[src/rtl/ibex_pkg.sv]
// Shared types for the ID-stage multi-cycle sequencer.
package ibex_pkg;

  typedef enum logic [0:0] {
    FIRST_CYCLE,
    MULTI_CYCLE
  } id_fsm_e;

  typedef enum logic [2:0] {
    MC_NONE,
    MC_JUMP,
    MC_BRANCH,
    MC_LSU,
    MC_MD
  } mc_kind_e;

endpackage

[src/rtl/ibex_stall_counter.sv]
// Saturating 32-bit event counter, used for ID stall-cycle accounting.
module ibex_stall_counter (
  input  logic        clk_i,
  input  logic        rst_i,
  input  logic        en_i,
  output logic [31:0] cnt_o
);

  logic [31:0] cnt_q, cnt_d;

  always_comb begin
    cnt_d = cnt_q;
    if (en_i && (cnt_q != 32'hFFFF_FFFF)) begin
      cnt_d = cnt_q + 32'd1;
    end
  end

  always_ff @(posedge clk_i or posedge rst_i) begin
    if (rst_i) begin
      cnt_q <= '0;
    end else begin
      cnt_q <= cnt_d;
    end
  end

  assign cnt_o = cnt_q;

endmodule

[src/rtl/ibex_id_multicycle_seq.sv]
// ID-stage sequencer for multi-cycle instructions (jump, branch, LSU, mult/div).
// Optional stall-cycle counter is enabled by defining IBEX_ID_STALL_PERF_EN.
module ibex_id_multicycle_seq
  import ibex_pkg::*;
#(
  parameter bit RV32M             = 1'b1,
  parameter bit BRANCH_TARGET_ALU = 1'b0
) (
  input  logic        clk_i,
  input  logic        rst_i,
  input  logic        instr_valid_i,
  input  logic        halt_id_i,
  input  logic        flush_i,
  input  logic        illegal_insn_i,
  input  logic        jump_in_dec_i,
  input  logic        branch_in_dec_i,
  input  logic        data_req_dec_i,
  input  logic        mult_en_dec_i,
  input  logic        div_en_dec_i,
  input  logic        branch_decision_i,
  input  logic        lsu_resp_valid_i,
  input  logic        multdiv_ready_i,
  output logic        instr_new_o,
  output logic        lsu_req_o,
  output logic        multdiv_en_o,
  output logic        multdiv_kill_o,
  output logic        branch_set_o,
  output logic        jump_set_o,
  output logic        id_ready_o,
  output logic        stall_o,
  output logic [31:0] perf_stall_cnt_o
);

  id_fsm_e  state_q, state_d;
  mc_kind_e mc_kind_q, mc_kind_d;
  logic     lsu_outstanding_q, lsu_outstanding_d;

  logic go, legal, md_op, lsu_busy;

  assign go    = instr_valid_i & ~halt_id_i & ~flush_i;
  assign legal = go & ~illegal_insn_i;
  assign md_op = RV32M & (mult_en_dec_i | div_en_dec_i);

  // A response in this cycle frees the LSU before a new request is considered,
  // and also retires any stale response left behind by a flushed access.
  assign lsu_busy = lsu_outstanding_q & ~lsu_resp_valid_i;

  always_comb begin
    state_d           = state_q;
    mc_kind_d         = mc_kind_q;
    lsu_outstanding_d = lsu_busy;
    instr_new_o       = 1'b0;
    lsu_req_o         = 1'b0;
    multdiv_en_o      = 1'b0;
    multdiv_kill_o    = 1'b0;
    branch_set_o      = 1'b0;
    jump_set_o        = 1'b0;
    id_ready_o        = 1'b0;

    if (!rst_i) begin
      if ((state_q == MULTI_CYCLE) && flush_i) begin
        state_d        = FIRST_CYCLE;
        mc_kind_d      = MC_NONE;
        multdiv_kill_o = instr_valid_i & (mc_kind_q == MC_MD);
      end else if (instr_valid_i) begin
        unique case (state_q)
          FIRST_CYCLE: begin
            instr_new_o = go;
            if (legal) begin
              if (data_req_dec_i) begin
                if (!lsu_busy) begin
                  lsu_req_o         = 1'b1;
                  lsu_outstanding_d = 1'b1;
                  mc_kind_d         = MC_LSU;
                  state_d           = MULTI_CYCLE;
                end
              end else if (md_op) begin
                multdiv_en_o = 1'b1;
                if (multdiv_ready_i) begin
                  id_ready_o = 1'b1;
                end else begin
                  mc_kind_d = MC_MD;
                  state_d   = MULTI_CYCLE;
                end
              end else if (jump_in_dec_i) begin
                jump_set_o = 1'b1;
                mc_kind_d  = MC_JUMP;
                state_d    = MULTI_CYCLE;
              end else if (branch_in_dec_i && branch_decision_i) begin
                if (BRANCH_TARGET_ALU) begin
                  branch_set_o = 1'b1;
                  id_ready_o   = 1'b1;
                end else begin
                  mc_kind_d = MC_BRANCH;
                  state_d   = MULTI_CYCLE;
                end
              end else begin
                id_ready_o = 1'b1;
              end
            end else if (go) begin
              id_ready_o = 1'b1;
            end
          end

          MULTI_CYCLE: begin
            // halt_id_i is deliberately ignored here: started operations complete.
            unique case (mc_kind_q)
              MC_JUMP: begin
                id_ready_o = 1'b1;
                mc_kind_d  = MC_NONE;
                state_d    = FIRST_CYCLE;
              end
              MC_BRANCH: begin
                branch_set_o = 1'b1;
                id_ready_o   = 1'b1;
                mc_kind_d    = MC_NONE;
                state_d      = FIRST_CYCLE;
              end
              MC_LSU: begin
                if (lsu_resp_valid_i) begin
                  id_ready_o = 1'b1;
                  mc_kind_d  = MC_NONE;
                  state_d    = FIRST_CYCLE;
                end
              end
              MC_MD: begin
                multdiv_en_o = 1'b1;
                if (multdiv_ready_i) begin
                  id_ready_o = 1'b1;
                  mc_kind_d  = MC_NONE;
                  state_d    = FIRST_CYCLE;
                end
              end
              default: begin
                mc_kind_d = MC_NONE;
                state_d   = FIRST_CYCLE;
              end
            endcase
          end

          default: state_d = FIRST_CYCLE;
        endcase
      end
    end
  end

  assign stall_o = ~rst_i & instr_valid_i & ~id_ready_o & ~flush_i;

  always_ff @(posedge clk_i or posedge rst_i) begin
    if (rst_i) begin
      state_q           <= FIRST_CYCLE;
      mc_kind_q         <= MC_NONE;
      lsu_outstanding_q <= 1'b0;
    end else begin
      state_q           <= state_d;
      mc_kind_q         <= mc_kind_d;
      lsu_outstanding_q <= lsu_outstanding_d;
    end
  end

`ifdef IBEX_ID_STALL_PERF_EN
  ibex_stall_counter u_stall_counter (
    .clk_i (clk_i),
    .rst_i (rst_i),
    .en_i  (stall_o),
    .cnt_o (perf_stall_cnt_o)
  );
`else
  assign perf_stall_cnt_o = '0;
`endif

endmodule

[config.mk]
export PLATFORM = sky130hd
export DESIGN_NAME = ibex_id_multicycle_seq
export DESIGN_NICKNAME = d
export VERILOG_FILES = /design/src/rtl/ibex_pkg.sv /design/src/rtl/ibex_stall_counter.sv /design/src/rtl/ibex_id_multicycle_seq.sv
export SDC_FILE = /design/constraint.sdc
export NUM_CORES = 1
export LEC_CHECK = 0
export CORE_MARGIN = 4
export CORE_UTILIZATION = 34
export CTS_CLUSTER_SIZE = 20
export DETAILED_ROUTE_END_ITERATION = 7
export GPL_TIMING_DRIVEN = 0
export PLACE_DENSITY = 0.87
export SLEW_MARGIN = 20
export SYNTH_ARGS = -nofsm -noshare
export SYNTH_HDL_FRONTEND = slang
export SYNTH_SLANG_ARGS = --single-unit
[constraint.sdc]
create_clock -name clk_i -period 2.4 [get_ports clk_i]
set_input_delay 0.48 -clock clk_i [delete_from_list [all_inputs] [get_ports clk_i]]
set_output_delay 0.48 -clock clk_i [all_outputs]
set_load 0.02 [all_outputs]
==> metrics.md <==
| Metric | Value |
|---|---|
| RePlAce Congestion | `0.851` |
| Via count | `807` |
| Total core area | `0.00204 sq mm` |
| Hold buffer count at cts | `0` |
| Fin Setup TNS | `0 ps` |
| Area after DPL | `0.00112 sq mm` |
| Peak VDD IR | `0.261 mV` |
| Share of layout cells above drive strength 1 | `38.6%` |
| DR WL/cell | `12.0 um` |
| Startpoint types | `input pin` |
| Die ar. | `0.00304 sq mm` |
| Net count, final | `168` |
| Clock skew | `4.63 ps` |
| Yosys top cell area share | `31.8%` |
| CP delay by family, top | `compound AO/OA/AOI/OAI gates` |
| Clk slew on worst S/H paths | `40 ps` |
| Max Transition Viols Final | `0` |
| CP Capture Type | `primary output` |
| Pwr dens | `312 mW/mm^2` |
| Root Buffer | `clkbuf_4` |
| Pin count of the biggest net entering global routing | `11` |
| Final Cycle Share | `99.4%` |
| Antenna violations before repair | `0` |
| Post-route cell area | `0.00119 sq mm` |
| Drt initial violations | `18` |
| Number of antenna diodes | `0` |
| Switching Fraction | `37.8%` |
| Power Total | `0.371 mW` |
| CP cell instances | `dlygate4sd2_1, o21ba_4, a221o_1, a32oi_2, and3_1, buf_6` |
| Worst stage delay on the critical path | `340 ps` |
| CTS H-Tree Depth | `1` |
| Most common cell after layout, fill and taps aside | `buf_4` |
| DRC | `0` |
| Die Width | `55.1 um` |
| Average cell area after synthesis | `7.96 sq um` |
| Final ANT Viol Nets | `0` |
| Final Hold Fails | `0` |
| Internal | `0.231 mW` |
| Syn-to-layout area delta | `57.1%` |
| Synth area leader | `buf_4` |
| Residual overflow from global routing | `0` |
| Dpl hpwl | `1720 um` |
| Critical path arrival | `1910 ps` |
| Reg power frac | `25.8%` |
| Endpoints failing setup | `0` |
| Worst flop-to-flop path startpoint | `mc_kind_q[1]` |
| CP Class | `in -> out` |
| Met2 Wirelength | `1160 um` |
| Clock sinks | `5` |
| Combinational share of power | `48.0%` |
| Worst Setup SP | `div_en_dec_i` |
| Mapped Area | `756 sq um` |
| CP max stage cell | `a221o_1` |
| Max Used Layer | `met4` |
| First-pass GRT wire length | `3110 um` |
| WL met1 | `745 um` |
| CTS tree | `done` |
| Tot GR Track Use | `14.4%` |
| CTS Buffer Depth | `2` |
| Syn Inst Count | `95` |
| Met3 WL post-DR | `190 um` |
| Clock network fraction of total power | `26.2%` |
| IO Count | `54` |
| # rows | `16` |
| Die height | `55.1 um` |
| Seq cells post-synth | `5` |
| Initial Util | `37.0%` |
| Layout Utilization | `58.1%` |
| DP Cell Count | `174` |
| Non-filler cells, final | `180` |
| Max-cap violations | `0` |
| Yosys cell types | `33` |
| Worst-Skew Late Latency | `240 ps` |
| TritonRoute pass-1 iters | `4` |
| Most frequent cells in the layout | `buf_4, conb_1, dlygate4sd2_1` |
| Post-layout minimum cycle time | `2390 ps` |
| Vias in the first global route | `732` |
| Synth top area cells | `buf_4, dfrtp_1, o211ai_2` |
| Outcome | `finished clean` |
| Leakage Power | `0.648 nW` |
| Hold Crit Class | `in -> async` |
| CP Buf/Inv Count | `2` |
| Sw power | `0.140 mW` |
| DRT Wirelength | `2160 um` |
| Cts bufs inserted | `3` |
| Vias per inst | `4.48` |
| Unrepaired setup endpoints after global routing | `true` |
| Fill count | `195` |
| F_max | `419 MHz` |
| Worst-path fanout max | `3` |
| Synthesis Warnings | `0` |
| Register area share after synthesis | `16.6%` |
| Port Buffers | `21` |
| Worst Path Required | `1920 ps` |
-- path summary, 6_finish.rpt --
| path | end | slack (ps) | cells after the start |
|---|---|---|---|
| setup / recovery | stall_o | 10 | 6 |
| hold / removal | lsu_outstanding_q | 390 | 2 |
| setup reg to reg | mc_kind_q[2] | 440 | 4 |
| hold reg to reg | mc_kind_q[1] | 630 | 2 |
| max in group asynchronous | mc_kind_q[1] | 1800 | 2 |
| min in group clk_i | lsu_outstanding_q | 610 | 3 |
-- final cells by class --
cell class,count,area (sq um),area share (%)
buffer,33,245,20.7
tap,27,33.8,2.85
inverter,4,15.0,1.26
multi-input combinational,84,533,44.9
timing repair buffer,23,208,17.5
sequential,5,126,10.6
clock buffer,4,26.3,2.21
-- cells in the mapped netlist, drive strengths merged --
cell and n:
nor3 3, and4b 1, or4bb 1, a2111o 1, and3b 1, or4 1
a21oi 1, nor4 3, nor3b 1, o21ba 1, conb 1, buf 33
nand2 5, o211ai 6, a31oi 2, nand2b 2, o32ai 1, a2bb2oi 1
o21ai 6, a221o 1, nor2b 1, and3 1, mux2 1, or3b 2
a21o 1, nor2 6, inv 4, a32oi 1, dfrtp 5, or4b 1
-- cell families (layout without fill, tap and decap cells) --
| family | Yosys count | in the layout | share of synthesized area, % |
|---|---|---|---|
| other | 1 | 32 | 0.496 |
| multiplexers | 1 | 1 | 1.49 |
| flip-flops | 5 | 5 | 16.6 |
| AND/OR/NAND/NOR | 29 | 29 | 23.3 |
| buffers and inverters | 37 | 64 | 34.4 |
| AO/OA/AOI/OAI | 22 | 22 | 23.7 |
-- power groups by stage --
stage                     logic [mW]  registers, mW  clock network [mW]
after floorplan                0.128         0.0940                   0
after CTS                      0.167         0.0951               0.102
after global placement         0.165         0.0956                   0
after global routing           0.192         0.0962               0.111
after detailed placement       0.168         0.0962                   0
final                          0.178         0.0956              0.0974
-- sequential cells by signal, summed over array words and instances (netlist names) --
signal,flops
mc_kind_q,3
lsu_outstanding_q,1
state_q,1
-- worst register-to-register path: stages, from the launching register on --
cell,delay [ps]
dfrtp_2,440
or4b_2,690
a31oi_1,360
or4_4,240
o211ai_2,90
-- through the flow --
step	hold WS, ps	setup slack [ps]
finish	385	14.2
global route	422	-22.3
CTS	380	-15.9
detailed placement	645	-812
global placement	633	-774
floorplan	272	273
-- what timing repair did --
| item | CTS | global route |
|---|---|---|
| endpoints found under the setup margin | 8 | 5 |
| cloned | 0 | 0 |
| gates resized for setup | 29 | 17 |
| pin swaps | 2 | 4 |
| setup buffers | 1 | 1 |
-- metal layers --
metal  GRT usage, %  up-vias
li1               -      396
met1           14.4      363
met2           28.0       42
met3           4.02        6
met4           5.26        0
met5              0        -
No activity file was read; power rests on OpenSTA's default activity.
